--- src/rtl/lab2_proc_imm_decode_ctrl.sv ---
// lab2_proc_imm_decode_ctrl
// Decode-stage controller for the lab2 pipelined processor. Accepts fetched
// instructions on a val/rdy port, classifies the opcode into the immediate-type
// select for the immediate generator, and holds up to two decoded entries in
// an elastic queue. It also supports pipeline squash and counts illegal opcodes.
//
// Ports:
//   clk, reset     clock and synchronous active-high reset
//   in_val/in_rdy  fetch-side handshake; in_inst is the instruction word
//   out_val/out_rdy  X-side handshake for the head entry
//   out_inst       head instruction (to immediate generator inst input)
//   out_imm_type   head immediate-type select (to immediate generator)
//   out_imm_used   head instruction consumes an immediate
//   out_illegal    head opcode is unrecognised
//   squash         flush every buffered entry; overrides same-cycle transfers
//   illegal_cnt    saturating count of accepted illegal instructions
module lab2_proc_imm_decode_ctrl #(
   parameter int unsigned CNT_W = 16,
   parameter logic [2:0]  IMM_I = 3'd0,
   parameter logic [2:0]  IMM_S = 3'd1,
   parameter logic [2:0]  IMM_B = 3'd2,
   parameter logic [2:0]  IMM_U = 3'd3,
   parameter logic [2:0]  IMM_J = 3'd4
) (
   input  logic             clk,
   input  logic             reset,
   input  logic             in_val,
   output logic             in_rdy,
   input  logic [31:0]      in_inst,
   output logic             out_val,
   input  logic             out_rdy,
   output logic [31:0]      out_inst,
   output logic [2:0]       out_imm_type,
   output logic             out_imm_used,
   output logic             out_illegal,
   input  logic             squash,
   output logic [CNT_W-1:0] illegal_cnt
);

   localparam int unsigned DEPTH = 2;

   localparam logic [6:0] OPC_OP_IMM = 7'b0010011;
   localparam logic [6:0] OPC_LOAD   = 7'b0000011;
   localparam logic [6:0] OPC_JALR   = 7'b1100111;
   localparam logic [6:0] OPC_STORE  = 7'b0100011;
   localparam logic [6:0] OPC_BRANCH = 7'b1100011;
   localparam logic [6:0] OPC_LUI    = 7'b0110111;
   localparam logic [6:0] OPC_AUIPC  = 7'b0010111;
   localparam logic [6:0] OPC_JAL    = 7'b1101111;
   localparam logic [6:0] OPC_OP     = 7'b0110011;

   // One buffered, already-decoded instruction.
   typedef struct packed {
      logic [31:0] inst;
      logic [2:0]  imm_type;
      logic        imm_used;
      logic        illegal;
   } entry_t;

   entry_t             r_mem [DEPTH];
   logic               r_enq_ptr;
   logic               r_deq_ptr;
   logic [1:0]         r_count;
   logic [CNT_W-1:0]   r_illegal_cnt;

   entry_t             w_dec;
   logic               w_enq;
   logic               w_deq;
   entry_t             w_head;

   // Opcode classification, done once on the way into the queue.
   always_comb begin
      w_dec.inst     = in_inst;
      w_dec.imm_type = IMM_I;
      w_dec.imm_used = 1'b0;
      w_dec.illegal  = 1'b0;
      case (in_inst[6:0])
         OPC_OP_IMM, OPC_LOAD, OPC_JALR: w_dec.imm_used = 1'b1;
         OPC_STORE: begin
            w_dec.imm_type = IMM_S;
            w_dec.imm_used = 1'b1;
         end
         OPC_BRANCH: begin
            w_dec.imm_type = IMM_B;
            w_dec.imm_used = 1'b1;
         end
         OPC_LUI, OPC_AUIPC: begin
            w_dec.imm_type = IMM_U;
            w_dec.imm_used = 1'b1;
         end
         OPC_JAL: begin
            w_dec.imm_type = IMM_J;
            w_dec.imm_used = 1'b1;
         end
         OPC_OP: w_dec.imm_used = 1'b0;
         default: w_dec.illegal = 1'b1;
      endcase
   end

   // Full blocks enqueue even when the head leaves this cycle (no pass-through).
   assign in_rdy  = !reset && (r_count != 2'd2);
   assign out_val = (r_count != 2'd0);

   // Squash cancels both sides of the handshake.
   assign w_enq = in_val && in_rdy && !squash;
   assign w_deq = out_val && out_rdy && !squash;

   assign w_head       = r_mem[r_deq_ptr];
   assign out_inst     = w_head.inst;
   assign out_imm_type = w_head.imm_type;
   assign out_imm_used = w_head.imm_used;
   assign out_illegal  = w_head.illegal;
   assign illegal_cnt  = r_illegal_cnt;

   // Queue storage, pointers, occupancy and illegal counter.
   always_ff @(posedge clk) begin
      if (reset) begin
         // Storage cleared so the head reads zero straight out of reset.
         for (int i = 0; i < int'(DEPTH); i++) begin
            r_mem[i] <= '0;
         end
         r_enq_ptr     <= 1'b0;
         r_deq_ptr     <= 1'b0;
         r_count       <= 2'd0;
         r_illegal_cnt <= '0;
      end else if (squash) begin
         r_enq_ptr <= 1'b0;
         r_deq_ptr <= 1'b0;
         r_count   <= 2'd0;
      end else begin
         if (w_enq) begin
            r_mem[r_enq_ptr] <= w_dec;
            r_enq_ptr        <= ~r_enq_ptr;
            if (w_dec.illegal && (r_illegal_cnt != {CNT_W{1'b1}})) begin
               r_illegal_cnt <= r_illegal_cnt + CNT_W'(1);
            end
         end
         if (w_deq) begin
            r_deq_ptr <= ~r_deq_ptr;
         end
         case ({w_enq, w_deq})
            2'b10:   r_count <= r_count + 2'd1;
            2'b01:   r_count <= r_count - 2'd1;
            default: r_count <= r_count;
         endcase
      end
   end

endmodule

--- config.mk ---
export PLATFORM = sky130hd
export DESIGN_NAME = lab2_proc_imm_decode_ctrl
export DESIGN_NICKNAME = d
export VERILOG_FILES = /design/src/rtl/lab2_proc_imm_decode_ctrl.sv
export SDC_FILE = /design/constraint.sdc
export NUM_CORES = 1
export LEC_CHECK = 0
export ABC_AREA = 1
export CAP_MARGIN = 20
export CORE_ASPECT_RATIO = 1.5
export CORE_MARGIN = 10
export CORE_UTILIZATION = 37
export CTS_CLUSTER_DIAMETER = 100
export CTS_CLUSTER_SIZE = 20
export DETAILED_ROUTE_END_ITERATION = 10
export DONT_BUFFER_PORTS = 1
export PLACE_DENSITY = 0.58
export SYNTH_ARGS = -nofsm -noshare
export SYNTH_HDL_FRONTEND = slang
export SYNTH_SLANG_ARGS = --single-unit
export TNS_END_PERCENT = 5
--- constraint.sdc ---
create_clock -name clk -period 2.2 [get_ports clk]
set_clock_uncertainty 0.1 [all_clocks]
set_input_delay 0.11 -clock clk [delete_from_list [all_inputs] [get_ports clk]]
set_output_delay 0.11 -clock clk [all_outputs]
set_load 0.01 [all_outputs]
**After elaboration in Yosys (flattened, before gate mapping)**

Memory sizes are Yosys's and may differ from the RTL's. A register that Yosys moved wholly into a read port is not among the register bits.
Cells that the tools add are included.

- $add $sub $neg: 3
- Reduce and logical (&&, ||, !) cells: 16
- Mux-type cells: 15
- Bitwise gates (word level): 3
- Equal/unequal tests: 13

Operators by type and width:

| operator | number |
|---|---|
| $mux W37 | 1 |
| $reduce_or A37 Y1 | 1 |
| $eq A7 B6 Y1 const B | 3 |
| $eq A7 B7 Y1 const B | 3 |
| $add A16 B1 Y16 const B | 1 |
| $ne A16 B16 Y1 const B | 1 |
| $eq A7 B5 Y1 const B | 2 |
| $mux W1 | 12 |
| $pmux W3 S4 | 1 |
| $reduce_or A9 Y1 | 1 |
| $reduce_or A8 Y1 | 1 |
| $eq A7 B2 Y1 const B | 1 |
| $logic_and A1 B1 Y1 | 6 |
| $pmux W2 S2 | 1 |
| $reduce_bool A2 Y1 | 2 |
| $reduce_or A2 Y1 | 2 |
| $not A1 Y1 | 3 |
| $reduce_and A3 Y1 | 1 |
| $add A2 B1 Y2 const B | 1 |
| $eq A2 B1 Y1 const B | 1 |
| $eq A2 B2 Y1 const B | 1 |
| $logic_not A1 Y1 | 2 |
| $ne A2 B2 Y1 const B | 1 |
| $sub A2 B1 Y2 const B | 1 |

- Memories: 1
- Logic and storage cells: 55
- Flip-flop bits (word level): 20
- RAM bits: 74
- Output and inout port bits: 55

Memory list:

| name | words | bits a word | rd ports | clocked after memory_dff | wr ports | RTL line | text |
|---|---|---|---|---|---|---|---|
| r_mem | 2 | 37 | 1 | 1 | 2 | 60 | `entry_t r_mem [DEPTH];` |

**Logic depth before layout (Yosys ltp)**

- Depth after elaboration: 10
- Gate-level depth with buffers: 12
- Gate-level depth less buffers: 11

**Least setup slack after synthesis**

Ideal clock, no wire load.

- Kind: reg2reg
- Start: register r_count[0]
- End: memory r_mem[0][0] (netlist name) (enable)
- Stages on the path, launching flop included: 10
- Setup slack: -0.288 ns
- Library setup time: 0.395 ns
- Period minus slack after synthesis: 2.488 ns
- Arrival time: 1.993 ns
- Path through: dfxtp_1 inv_1 nand2_1 nand3_2 inv_2 buf_4 nand2_1 buf_2 buf_4 nand2_1

RTL lines:

| item | RTL line | text |
|---|---|---|
| start: declaration | 63 | `logic [1:0] r_count;` |
| start signal: assignment | 142 | `2'b10: r_count <= r_count + 2'd1;` |
| start signal: assignment | 143 | `2'b01: r_count <= r_count - 2'd1;` |
| start signal: assignment | 144 | `default: r_count <= r_count;` |
| end: declaration | 60 |  |

**Worst setup path in the final report**

- Start: register r_illegal_cnt[1] (netlist: illegal_cnt[1])
- End: register r_illegal_cnt[5] (netlist: illegal_cnt[5])

- Word-level cells in the longest chain between the ends: 3
- Elaborated cells on any way between the ends: 4

RTL lines:

| item | RTL line | text |
|---|---|---|
| start: declaration | 64 | `logic [CNT_W-1:0] r_illegal_cnt;` |
| start signal: assignment | 135 | `r_illegal_cnt <= r_illegal_cnt + CNT_W'(1);` |
| branches (longest 3 deep; another with $add A16 B1 Y16) | -- |  |

Several ways; the timed one is not identified.
A chain may end at the register's enable or synchronous reset.

==> results.toml <==
[status]
outcome = "finished clean"

[final_layout]
finish.net_count = 519
regArea_um2 = 2644
fillers = 1101
antenna_cells = 0
multiInputGateArea_um2 = 1434
mostFrequentLayoutCells = "nor2_1 (116), edfxtp_1 (74), inv_1 (57), nand2_1 (45), mux2_2 (37)"
finish.utilization_pct = 45.11
final_common_cell = "nor2_1"
fin_area_um2 = 5229
drive_gt1_share_pct = 16.29
area_growth_pct = 18.86
final_cell_count_no_fill = 635

[worst_setup_path]
reg2reg_from = "illegal_cnt[1]"
r2r-end = "illegal_cnt[5]"
cp_data_required_time_ps = 2330
cp_top_family = "simple AND/OR/NAND/NOR gates"
max_stage_delay_ps = 440
crit_fanout = 26
crit_buf_inv = 2
cp_slowest_cell = "dfxtp_1"
critPathLaunchType = "flip-flop"
reg2reg_depth = 9
endpoint_kind = "flip-flop"
cp_cell_sequence = "ha_1, nand3_1, nor2_1, nand3_1, inv_1, nor2_4, buf_4, a21oi_1, nor2_1"
r2r_slack_ps = 360
crit_arrival_ps = 1970
crit_type = "flip-flop to flip-flop"

[synth]
yosysWarnings = 0
synth.largest_area_cell = "edfxtp_1"
synth_area_leaders = "edfxtp_1 (51%), nor2_1 (9.9%), dfxtp_1 (9.6%), mux2_2 (9.5%), inv_1 (4.9%)"
yosysSeqAreaShare_pct = 60.07
syn_nets = 481
synth.distinct_cells = 26
synthCells = 442
ys_seq_elements = 95
synth_area_um2 = 4399
syn_area_per_cell_um2 = 9.953
synth_top_area_share_pct = 50.51

[sta]
slew-limit-headroom_pct = 65.89
hold_viol_final = 0
min_period_ps = 1841
setup_viol = 0
timing.final.crit_share_pct = 83.70
rsz0062_at_grt = "no"
worst_pin_slew_ps = 511.6
report.final.slew_viol_count = 0
fmax_mhz = 543.1
worst_hold_slack_ps = 13.00

[cts]
post_cts_buffers = 0
cts.sinks = 95
holdBufCountCts = 35
cts-htree-levels = 3
cts_tree = "yes"
cts.clk_slew.worst_paths_ps = 70
clk_latency_ps = 340
cts_buffers = 9
cts_resized = 0
clock_path_buffers = 2
cts-root-buf = "clkbuf_16"

[min_path]
holdPathEnd = "r_enq_ptr"
hold_path_class = "primary input to flip-flop"
holdPathStages = 3
hp-start = "in_val"

[global_route]
grt_pass1_vias = 3087
grt_max_degree = 38
grt_pass1_wl_mm = 15.71
antenna_found_initial = 0
track_usage_pct = 11.95
grt_overflow_total = 0

[route]
drcViolationCount = 0
wl_per_cell_um = 15.52
antenna_left = 0
drt_iter0_markers = 107
first_pass_iters = 4
wl_mm = 9.854
drt-vias-per-instance = 4.682
num_vias = 2973

[pwr]
p_switching_w = 0.0008647
p_leak_nw = 2.176
irDropWorstVdd_mv = 0.3572
power_frac_comb_pct = 7.3
p_int_w = 0.003002
switching_share_pct = 22.36
p_per_area_nw_per_um2 = 739.5
clockPowerShare_pct = 40.4
p_seq_share_pct = 52.4

[floorplanning]
die-area_um2 = 16740
die_h_um = 153.5
core.rowCount = 48
start_util_pct = 37.95
ios = 92
die_w_um = 109.0
core_area_um2 = 11590

[job]
max_cap_violations = 0

[place]
gp_congestion = 0.7940
dp_hpwl_mm = 6.696
post_dp_cell_area_um2 = 4583
io_buffer_count = 0
dp.cells = 584
[cell usage after synthesis]
master    number
nor2_4         1
nor2_2         3
xor2_1         2
nand3_1       22
edfxtp_1      74
o21ai_0        5
dfxtp_1       21
nand4_1        1
nand2_1       47
inv_2          4
a21oi_1       20
nand3_2        2
nor4_1         1
buf_6          2
nand2_2        5
nor3_1         3
clkbuf_1       4
ha_1           2
mux2_2        37
nor2_1       116
clkinv_1       1
buf_2          7
buf_4          3
o21a_1         1
or2_2          1
inv_1         57
[power groups by stage]
stage	clock network, W	logic [W]	registers (W)
floorplan	0	0.000177	0.00206
global placement	0	0.000233	0.00206
detailed placement	0	0.000236	0.00207
CTS	0.00160	0.000290	0.00203
global route	0.00167	0.000312	0.00203
finish	0.00156	0.000281	0.00203
[worst register-to-register path, stage by stage, from the launching register on]
cell	delay, ps
dfxtp_1	440
ha_1	210
nand3_1	130
nor2_1	160
nand3_1	120
inv_1	110
nor2_4	40
buf_4	200
a21oi_1	160
nor2_1	60
[state kept, by name (all words and copies together) (netlist names), named ones only]
name         cells
r_mem           74
illegal_cnt     16
r_deq_ptr        1
r_count          2
r_enq_ptr        1
[how the worst max path moves through the flow]
stage	startpoint	end	slack [ps]	cells after the start
after floorplan	r_count[0]	r_mem[1][0]	-210	8
after global placement	illegal_cnt[1]	illegal_cnt[15]	390	9
after detailed placement	illegal_cnt[1]	illegal_cnt[9]	360	9
after CTS	illegal_cnt[1]	illegal_cnt[5]	330	9
after global routing	illegal_cnt[1]	illegal_cnt[7]	140	9
final	illegal_cnt[1]	illegal_cnt[5]	360	9
[layer usage]
metal | wire length, µm | vias up | GRT usage [%]
li1 | - | 1511 | -
met1 | 3700 | 1377 | 12.57
met2 | 5226 | 70 | 20.89
met3 | 753 | 15 | 4.393
met4 | 173 | 0 | 4.474
met5 | 0 | - | 0
[metrics by stage]
stage	setup TNS, ps	power (W)	setup slack (ps)
floorplan	-7945	0.002236	-214.7
global placement	0	0.002295	388.4
detailed placement	0	0.002303	355.4
CTS	0	0.003917	333.9
global route	0	0.004013	140.9
finish	0	0.003867	358.6
[final cells by class]
type                            count  share of cell area (%)
Clock buffer                        9                   4.307
Clock inverter                      7                   1.340
Inverter                           62                   4.451
Multi-Input combinational cell    269                   27.42
Sequential cell                    95                   50.56
Tap cell                          150                   3.589
Timing Repair Buffer               43                   8.327
[kinds of logic (layout without fill, tap and decap cells)]
logic type                 count (synthesis)  count (layout)  share of synthesized area, %
xor gates and xnor gates                   2               2                        0.3983
DFF                                       95              95                         60.07
AOI/OAI and AO/OA                         26              26                         3.015
adders and majority gates                  2               2                        0.5687
muxes                                     37              37                         9.471
and+or+nand+nor                          202             202                         19.03
buffers and inverters                     78             121                         7.451
(Power assumes the default switching activity.)
